==> src/rtl/imem_loader_pkg.sv <==
// Shared types and widths for the boot-time instruction-memory loader.
package imem_loader_pkg;

  localparam int unsigned LEN_W  = 16;
  localparam int unsigned WORD_W = 32;
  localparam int unsigned BYTE_W = 8;

  typedef enum logic [2:0] {
    IDLE   = 3'd0,
    LEN_HI = 3'd1,
    LEN_LO = 3'd2,
    DATA   = 3'd3,
    DONE   = 3'd4,
    ERR    = 3'd5
  } state_e;

endpackage

==> src/rtl/imem_loader_byte_packer.sv <==
// Packs a byte stream big-endian into 32-bit words; the 4th byte completes a word.
module byte_packer
  import imem_loader_pkg::*;
(
  input  logic              clk,
  input  logic              clr,
  input  logic              i_clear,
  input  logic              i_strobe,
  input  logic [BYTE_W-1:0] i_byte,
  output logic              o_word_valid_c,
  output logic [WORD_W-1:0] o_word_c
);

  logic [23:0] r_shift;
  logic [1:0]  r_cnt;

  // Earlier bytes shift up so the first byte of a word ends in [31:24].
  always_ff @(posedge clk or posedge clr) begin
    if (clr) begin
      r_shift <= 24'd0;
      r_cnt   <= 2'd0;
    end else if (i_clear) begin
      r_shift <= 24'd0;
      r_cnt   <= 2'd0;
    end else if (i_strobe) begin
      r_shift <= {r_shift[15:0], i_byte};
      r_cnt   <= r_cnt + 2'd1;
    end
  end

  assign o_word_valid_c = i_strobe && (r_cnt == 2'd3);
  assign o_word_c       = {r_shift, i_byte};

endmodule

==> src/rtl/imem_loader.sv <==
// Instruction-memory write port fed from a length-prefixed byte stream;
// holds the CPU stalled until a complete image has been written.
module imem_loader
  import imem_loader_pkg::*;
#(
  parameter int unsigned ADDR_W = 8
) (
  input  logic              clk,
  input  logic              clr,
  input  logic              start,
  input  logic              byte_valid,
  input  logic [7:0]        byte_data,
  output logic              byte_ready,
  output logic              im_we,
  output logic [ADDR_W-1:0] im_waddr,
  output logic [31:0]       im_wdata,
  output logic              cpu_hold,
  output logic              done,
  output logic              err,
  output logic [ADDR_W:0]   words_loaded
);

  localparam int unsigned CNT_W = ADDR_W + 1;
  localparam int unsigned CAP   = 1 << ADDR_W;

  state_e             r_state;
  state_e             w_state_next;
  logic [BYTE_W-1:0]  r_len_hi;
  logic [LEN_W-1:0]   r_len;
  logic [LEN_W-1:0]   w_len;
  logic               w_xfer;
  logic               w_start_ok;
  logic               w_last;
  logic               w_word_valid;
  logic [WORD_W-1:0]  w_word;

  assign w_len      = {r_len_hi, byte_data};
  assign byte_ready = (r_state == LEN_HI) || (r_state == LEN_LO) || (r_state == DATA);
  assign w_xfer     = byte_valid && byte_ready;
  assign w_start_ok = start && ((r_state == IDLE) || (r_state == DONE) || (r_state == ERR));
  assign w_last     = (32'(words_loaded) + 32'd1) == 32'(r_len);

  assign cpu_hold = (r_state != DONE);
  assign done     = (r_state == DONE);
  assign err      = (r_state == ERR);

  byte_packer u_packer (
    .clk            (clk),
    .clr            (clr),
    .i_clear        (w_start_ok),
    .i_strobe       (w_xfer && (r_state == DATA)),
    .i_byte         (byte_data),
    .o_word_valid_c (w_word_valid),
    .o_word_c       (w_word)
  );

  always_ff @(posedge clk or posedge clr) begin
    if (clr) r_state <= IDLE;
    else     r_state <= w_state_next;
  end

  always_comb begin
    w_state_next = r_state;
    case (r_state)
      IDLE, DONE, ERR: if (start) w_state_next = LEN_HI;
      LEN_HI:          if (w_xfer) w_state_next = LEN_LO;
      LEN_LO: begin
        if (w_xfer) begin
          if (w_len == LEN_W'(0))     w_state_next = DONE;
          else if (32'(w_len) > CAP)  w_state_next = ERR;
          else                        w_state_next = DATA;
        end
      end
      DATA:    if (w_word_valid && w_last) w_state_next = DONE;
      default: w_state_next = IDLE;
    endcase
  end

  // Length capture and the registered write port.
  always_ff @(posedge clk or posedge clr) begin
    if (clr) begin
      r_len_hi     <= '0;
      r_len        <= '0;
      im_we        <= 1'b0;
      im_waddr     <= '0;
      im_wdata     <= '0;
      words_loaded <= '0;
    end else begin
      im_we <= 1'b0;
      if (w_start_ok) words_loaded <= '0;
      if (w_xfer && (r_state == LEN_HI)) r_len_hi <= byte_data;
      if (w_xfer && (r_state == LEN_LO)) r_len    <= w_len;
      if (w_word_valid) begin
        im_we        <= 1'b1;
        im_waddr     <= words_loaded[ADDR_W-1:0];
        im_wdata     <= w_word;
        words_loaded <= words_loaded + CNT_W'(1);
      end
    end
  end

endmodule
==> config.mk <==
export PLATFORM = sky130hd
export DESIGN_NAME = imem_loader
export DESIGN_NICKNAME = d
export VERILOG_FILES = /design/src/rtl/imem_loader_pkg.sv /design/src/rtl/imem_loader_byte_packer.sv /design/src/rtl/imem_loader.sv
export SDC_FILE = /design/constraint.sdc
export NUM_CORES = 1
export LEC_CHECK = 0
export BUFFER_PORTS_ARGS = -buffer_cell sky130_fd_sc_hd__buf_2
export CAP_MARGIN = 25
export CORE_MARGIN = 2
export CORE_UTILIZATION = 55
export CTS_BUF_LIST = sky130_fd_sc_hd__clkbuf_2 sky130_fd_sc_hd__clkbuf_4 sky130_fd_sc_hd__clkbuf_8
export DETAILED_ROUTE_END_ITERATION = 6
export PLACE_DENSITY = 0.77
export SLEW_MARGIN = 5
export SYNTH_ARGS = -nofsm -noshare
export SYNTH_HDL_FRONTEND = slang
export SYNTH_HIERARCHICAL = 1
export SYNTH_SLANG_ARGS = --single-unit
==> constraint.sdc <==
create_clock -name clk -period 5.6 [get_ports clk]
set_input_delay 0.84 -clock clk [delete_from_list [all_inputs] [get_ports clk]]
set_output_delay 0.84 -clock clk [all_outputs]
set_load 0.02 [all_outputs]
### After elaboration in Yosys (flattened, before gate mapping)

Index checks and enable logic that the tools add are counted.

| word-level totals | value |
|---|---|
| flip-flop bits (word level) | 103 |
| bits of input ports | 12 |
| output and inout port bits | 54 |
| word-level logic and storage cells | 56 |

| operators by class | value |
|---|---|
| $add $sub $neg | 3 |
| magnitude comparators | 1 |
| eq/ne operators | 12 |
| muxes and demuxes | 14 |
| reduce and logical (&&, ||, !) cells | 17 |

Operators with widths:

| operator | count |
|---|---|
| $mux 24 | 2 |
| $mux 3 | 6 |
| $mux 9 | 2 |
| $eq 10x16->1 | 1 |
| $gt 16x9->1 const B | 1 |
| $logic_not 16->1 | 1 |
| $pmux 3 s4 | 1 |
| $add 9x1->10 const B | 1 |
| $add 9x1->9 const B | 1 |
| $logic_and 1x1->1 | 7 |
| $eq 3x2->1 const B | 2 |
| $eq 3x3->1 const B | 2 |
| $ne 2x2->1 const B | 3 |
| $logic_or 1x1->1 | 4 |
| $mux 2 | 2 |
| $reduce_and 4->1 | 1 |
| $reduce_bool 2->1 | 2 |
| $eq 3x1->1 const B | 1 |
| $logic_not 3->1 | 1 |
| $ne 3x3->1 const B | 1 |
| $reduce_or 3->1 | 1 |
| $add 2x1->2 const B | 1 |
| $eq 2x2->1 const B | 1 |
| $ne 2x1->1 const B | 1 |
| $mux 1 | 1 |

### Depth between registers and ports, before layout

Gate-level depths: netlist of the first run.

| depth | value |
|---|---|
| depth in word-level cells | 9 |
| gate-level depth with buffers | 11 |
| gate-level depth less buffers | 8 |

### By module

Netlist of the first run, hierarchy kept.

Modules (own cells, without submodules):

| module | instances | cells an instance | area each (µm²) | sequential area each (µm²) |
|---|---|---|---|---|
| imem_loader | 1 | 287 | 3527.1 | 1926.8 |
| byte_packer | 1 | 95 | 1158.6 | 650.6 |

### Worst setup path after synthesis of the first run

No wires, ideal clock.

| timing path | value |
|---|---|
| kind | input to register |
| start point | input port byte_valid |
| end point | register im_wdata[0] |
| library setup time | 0.125 ns |
| data arrival time | 2.514 ns |
| required time | 5.475 ns |
| slack | 2.961 ns |
| stages on the path | 7 |
| path buffers | 4 |
| cells stage by stage | and4b_1 > buf_6 > buf_12 > and2_1 > buf_1 > buf_1 > mux2_2 |

| on the way | value |
|---|---|
| longest elaborated chain between the ends | 3 |

Ends and longest elaborated chain:

| element | line | RTL |
|---|---|---|
| start, declared | imem_loader.sv:11 | `input logic byte_valid,` |
| $logic_and 1x1->1 | imem_loader.sv:39 | `assign w_xfer = byte_valid && byte_ready;` |
| $logic_and 1x1->1 | imem_loader.sv:51 | `.i_strobe (w_xfer && (r_state == DATA)),` |
| $logic_and 1x1->1 | imem_loader_byte_packer.sv:31 | `assign o_word_valid_c = i_strobe && (r_cnt == 2'd3);` |
| named net w_word_valid | imem_loader.sv:34 | `logic w_word_valid;` |
| end signal, assigned | imem_loader.sv:96 | `im_wdata <= w_word;` |
| end, declared | imem_loader.sv:16 | `output logic [31:0] im_wdata,` |

The timed path passes the listed nets, and every way through them passes these cells.
A chain may end at the register's enable or synchronous reset.

### Worst setup path in the final report of the first run

| timing path | value |
|---|---|
| start point | register r_state[1] |
| end point | register words_loaded[5] |

| on the way | value |
|---|---|
| longest elaborated chain between the ends | 7 |
| elaborated cells between the ends (all ways) | 16 |
| classes of those cells | 5 x eq/ne; 1 x mux; 10 x reduce/logical |

Ends and longest elaborated chain:

| element | line | RTL |
|---|---|---|
| start, declared | imem_loader.sv:26 | `state_e r_state;` |
| start signal, assigned | imem_loader.sv:59 | `else r_state <= w_state_next;` |
| $eq 3x1->1 / $eq 3x2->1 (equally long branches) | imem_loader.sv:38 | `assign byte_ready = (r_state == LEN_HI) \|\| (r_state == LEN_LO) \|\| (r_state == DATA);` |
| $logic_or 1x1->1 (2 in a row) | imem_loader.sv:38 |  |
| $logic_and 1x1->1 | imem_loader.sv:39 |  |
| $logic_and 1x1->1 * | imem_loader.sv:51 |  |
| $logic_and 1x1->1 * | imem_loader_byte_packer.sv:31 |  |
| named net w_word_valid | imem_loader.sv:34 |  |
| $mux 9 / $reduce_bool 2->1 (equally long branches) | -- |  |
| end signal, assigned | imem_loader.sv:97 | `words_loaded <= words_loaded + CNT_W'(1);` |
| end, declared | imem_loader.sv:20 | `output logic [ADDR_W:0] words_loaded` |

The timed path passes the listed nets; every way through them passes the cells marked *.

==> results.cfg, run 1 <==
[yosys]
async_reset_ff_share_pct = 100
dominantRegCellSynth = dfrtp_1
synth_edf_count = 0
synthTopCellsByArea = dfrtp_1 (55%), mux2_2 (15%), mux2i_1 (6.2%)
synth_nets = 396
synth_warnings = 6
syn_area_sq_mm = 0.00469
postSynthCellCount = 382
synth_seq_cells = 103
synth_top_cell_by_area = dfrtp_1
avgSynthCellArea_sq_um = 12.3
ys_seq_area_share_pct = 55.0
yosys.area.top_type_share_pct = 55.0
synthDistinctLibCells = 54

[setup_path]
reg2reg_depth = 7
cp-end-kind = flop
path_max_fanout = 59
worstPathBufferInverterCount = 2
setup.worst_path.start = r_state[1]
worst-path-stages = 7
startpoint_type = flop
slowest_stage = dfrtp_1
crit_end = words_loaded[5]
worst_ep_required_time_ns = 5.84
regToRegSetupSlack_ns = 2.84
path_class = reg2reg
arrival_ns = 3.01
r2r-end = words_loaded[5]
slowest_delay_ns = 0.61
crit_chain = and4b_1 > buf_4 > and2_2 > buf_4 > nor2_1 > o21ai_0 > o21ai_0
reg2reg_from = r_state[1]
path_delay_family = buffers and inverters

[power_and_ir_drop]
power_density_mw_per_mm2 = 386
p_sw_uw = 674
p_comb_share_pct = 25.2
p_clk_share_pct = 21.8
ir_drop_mv = 0.204
p_leak_uw = 0.00256
swShare_pct = 33.5
power.internal_uw = 1340
p_seq_share_pct = 53.0
finalPower_uw = 2010

[clocking]
cts_resized = 0
cts_buffers = 9
clockRootBuffer = clkbuf_8
postCtsSetupBuffers = 0
cts_tree = done
cts_buffer_depth = 2
postCtsHoldBufs = 0
htreeDepth = 3
clk_latency_ns = 0.37
clock-sinks = 103
clk_pin_slew_worst_paths_ns = 0.10

[timing]
setup_violations = 0
hold_violations = 0
rsz0062_at_grt = false
slew_headroom_pct = 37.4
period_share_pct = 49.4
worst_pin_slew_ns = 0.937
tns_ns = 0
drv_slew = 0
post-route-min-period_ns = 2.76
clock_skew_ns = 0.0110
max_clock_freq_ghz = 0.362

[floorplanning]
io_pins = 66
die_h_um = 96.3
core_sq_mm = 0.00826
die_area_sq_mm = 0.00927
start_util_pct = 56.7
chipWidth_um = 96.3
rows = 33

[placement]
dp_hpwl_um = 5960
port_buffers = 65
place_congestion = 0.831

[status]
status = completed

[job]
maxCapViolCount = 0

[hold_path]
min_path_type = in2async

[route]
via_per_inst = 5.63
drc = 0
wire_per_inst_um = 16.2
routed_wl_um = 8800
vias = 3058
drtIter0Drc = 159
drt_first_pass_iters = 5
antenna_left = 0

[global_routing]
grt_max_degree = 78
grt_overflow = 0
grt_pass1_vias = 2930
grt.total_usage_pct = 20.6
grt_pass1_wl_um = 14700
antenna_found_initial = 0

[cells_and_area]
insertedDiodeCount = 0
drive_above_1_share_pct = 37.7
syn_to_final_growth_pct = 11.4
fin_util_pct = 63.2
finalNetCount = 447
n_fill_cell = 645
==> worst min-delay path by stage <==
| stage | startpoint | endpoint | slack, ns | cells past startpoint |
|---|---|---|---|---|
| CTS | im_wdata[20] | im_wdata[20] | 0.51 | 1 |
| detailed placement | im_wdata[20] | im_wdata[20] | 0.49 | 1 |
| global route | clr | u_packer/r_shift[23] | 0.39 | 2 |
| global placement | im_waddr[1] | im_waddr[1] | 0.48 | 1 |
| finish | clr | u_packer/r_shift[23] | 0.38 | 2 |
| floorplan | u_packer/r_shift[23] | im_wdata[31] | 0.48 | 1 |
==> power groups by stage <==
stage	logic, uW	registers (uW)	clock network (uW)
after floorplan	428	1030	0
after detailed placement	502	1080	0
after CTS	505	1070	452
after global routing	563	1090	480
final	507	1070	439
after global placement	481	1070	0
==> layout make-up <==
type,instances,area [sq um],area share [%]
clock inverters,5,41.3,0.791
multi-input cells,241,1890,36.2
flip-flops and latches,103,2580,49.4
clock buffers,11,145,2.78
repair buffers,71,410,7.86
inverters,7,26.3,0.503
well taps,105,131,2.52
==> routing by layer <==
layer / share of wire [%] / vias to the layer above / GRT usage (%)
met1: 48 / 1511 / 30.0
met4: 1.5 / 0 / 7.51
met3: 4.3 / 11 / 3.29
met5: 0 / - / 0
met2: 46 / 92 / 31.4
li1: - / 1444 / -
==> synth_stat cells (6+ instances only) <==
master	n
a21oi_1	8
buf_2	11
buf_4	8
dfrtp_1	103
inv_1	7
mux2_2	64
mux2i_1	29
nand2_1	19
nand4_1	6
nor2_1	37
nor4_1	6
o21ai_0	13
xnor2_1	6
==> stage by stage <==
stage                     cell area (sq um)  hold WS [ns]  cells  worst slack (ns)
after detailed placement               4980         0.489    525              2.52
after floorplan                        4690         0.479    382              2.79
after global placement                 4980         0.484    525              2.60
final                                  5220         0.383    543              2.84
after CTS                              5170         0.511    541              2.85
after global routing                   5220         0.386    543              2.62
==> registers in the layout, indices dropped and copies added (netlist names) <==
| name | flops |
|---|---|
| r_len_hi | 8 |
| words_loaded | 9 |
| u_packer/r_shift | 24 |
| r_len | 16 |
| r_state | 3 |
| im_we | 1 |
| im_wdata | 32 |
| im_waddr | 8 |
| u_packer/r_cnt | 2 |
==> layout by cell type (no fill, tap or decap), types with 3 or more instances in the layout <==
| master | Yosys | routed |
|---|---|---|
| dfrtp_1 | 103 | 103 |
| buf_2 | 11 | 65 |
| mux2_2 | 64 | 64 |
| nor2_1 | 37 | 37 |
| mux2i_1 | 29 | 29 |
| nand2_1 | 19 | 19 |
| o21ai_0 | 13 | 13 |
| clkbuf_8 | 0 | 10 |
| a21oi_1 | 8 | 8 |
| inv_1 | 7 | 6 |
| nand4_1 | 6 | 6 |
| xnor2_1 | 6 | 6 |
| nor4_1 | 6 | 6 |
| xor2_1 | 4 | 4 |
| buf_4 | 8 | 4 |
| nand2b_1 | 3 | 3 |
==> logic make-up (layout without fill, tap and decap cells) <==
group,count (synthesis),in the layout,synth area share [%]
buffers and inverters,38,94,4.83
muxes,93,93,21.6
AOI/OAI and AO/OA,37,37,4.99
and+or+nand+nor,99,99,11.2
adders and majority gates,2,2,0.534
DFF,103,103,55.0
xor gates and xnor gates,10,10,1.87
No activity file was read; power rests on OpenSTA's default activity.
==> run 2: changes to the inputs <==
- clock period: 5.6 -> 2.6 ns (I/O delays scaled with it)
==> results.cfg, run 2 (same netlist as run 1, synthesis figures left out) <==
[hold_path]
min_path_type = in2async

[clocking]
clk_latency_ns = 0.37
postCtsHoldBufs = 0
clk_pin_slew_worst_paths_ns = 0.10
cts_tree = done
clock-sinks = 103
htreeDepth = 3
cts_buffer_depth = 2
clockRootBuffer = clkbuf_8
postCtsSetupBuffers = 0
cts_buffers = 9
cts_resized = 0

[global_routing]
grt_pass1_wl_um = 14900
grt_pass1_vias = 2967
grt-busiest-layer = met2
antenna_found_initial = 0
grt_max_degree = 60
met3_usage_pct = 4.78
grtUsageMet1_pct = 29.0
grt_overflow = 0
use_met2_pct = 32.4
grt.total_usage_pct = 20.9

[route]
vias = 3070
antenna_left = 0
drc = 0
via_per_inst = 5.64
drtIter0Drc = 213
routed_wl_um = 8950
drt_first_pass_iters = 4
wire_per_inst_um = 16.5

[timing]
max_clock_freq_ghz = 0.464
hold_violations = 0
slew_headroom_pct = 63.7
period_share_pct = 83.0
drv_slew = 0
rsz0062_at_grt = false
worst_pin_slew_ns = 0.543
clock_skew_ns = 0.0120
tns_ns = 0
setup_violations = 0
post-route-min-period_ns = 2.16

[power_and_ir_drop]
p_clk_share_pct = 21.7
power.internal_uw = 2870
p_sw_uw = 1480
ir_drop_mv = 0.469
p_leak_uw = 0.00256
swShare_pct = 34.0
p_seq_share_pct = 52.7
power_density_mw_per_mm2 = 834
p_comb_share_pct = 25.6

[cells_and_area]
insertedDiodeCount = 0
syn_to_final_growth_pct = 11.3
fin_util_pct = 63.2
finalNetCount = 448
layout_common_cells = dfrtp_1 (103), buf_2 (65), mux2_2 (64)
largest_reg_flops = 32
final_common_cell = dfrtp_1
largest_register = im_wdata
drive_above_1_share_pct = 37.8
reg_top3 = im_wdata (32), u_packer/r_shift (24), r_len (16)

[floorplanning]
die_h_um = 96.3
chipWidth_um = 96.3
io_pins = 66
die_area_sq_mm = 0.00927
start_util_pct = 56.7
core_sq_mm = 0.00826
rows = 33

[placement]
dp_hpwl_um = 6070
place_congestion = 0.873
port_buffers = 65

[setup_path]
regToRegSetupSlack_ns = 0.44
path_class = reg2reg
cp-end-kind = flop
startpoint_type = flop
path_max_fanout = 8
worst_ep_required_time_ns = 2.84
arrival_ns = 2.40

[status]
status = completed

[job]
maxCapViolCount = 0
-- run 2: path summary, 6_finish.rpt --
check                                start           end  depth (start not counted)
setup / recovery           words_loaded[0]    r_state[1]                          7
hold / removal                         clr  im_wdata[31]                          2
setup reg to reg           words_loaded[0]    r_state[1]                          7
hold reg to reg                im_waddr[6]   im_waddr[6]                          1
max in group asynchronous              clr  im_wdata[26]                          3
min in group clk              byte_data[4]      r_len[4]                          2
-- run 2: per-stage QoR --
step	hold WS, ns	power, uW	area (sq um)	setup slack, ns	std cells
floorplan	0.430	3130	4690	0.114	382
global placement	0.466	3370	5030	0.569	528
detailed placement	0.481	3430	5030	0.478	528
CTS	0.0768	4380	5220	0.458	544
global route	0.108	4610	5220	0.234	544
finish	0.0647	4350	5220	0.443	544
-- run 2: power groups by stage --
stage	clock network, uW	logic [uW]	registers (uW)
floorplan	0	923	2210
global placement	0	1080	2300
detailed placement	0	1110	2320
CTS	973	1120	2290
global route	1040	1230	2340
finish	944	1120	2290
-- run 2: worst max-delay path, cell delays in order, from the launching register on --
cell	delay, ns
dfrtp_1	0.50
ha_1	0.34
and4_1	0.32
nand2_1	0.11
a222oi_1	0.27
nand4_1	0.18
o31ai_1	0.25
nor2_1	0.06
-- run 2: final cells by class --
cell class | instances | area [sq um]
Clock buffer | 9 | 124
Clock inverter | 7 | 66.3
Fill cell | 675 | 3040
Inverter | 7 | 26.3
Multi-Input combinational cell | 241 | 1890
Sequential cell | 103 | 2580
Tap cell | 105 | 131
Timing Repair Buffer | 72 | 403
-- run 2: per-layer routing --
| metal | routed length [um] | part of all wire [%] | vias to the layer above |
|---|---|---|---|
| met5 | 0 | 0 | - |
| met4 | 138 | 1.5 | 0 |
| met3 | 381 | 4.3 | 13 |
| met2 | 4350 | 49 | 82 |
| met1 | 4090 | 46 | 1528 |
| li1 | - | - | 1447 |
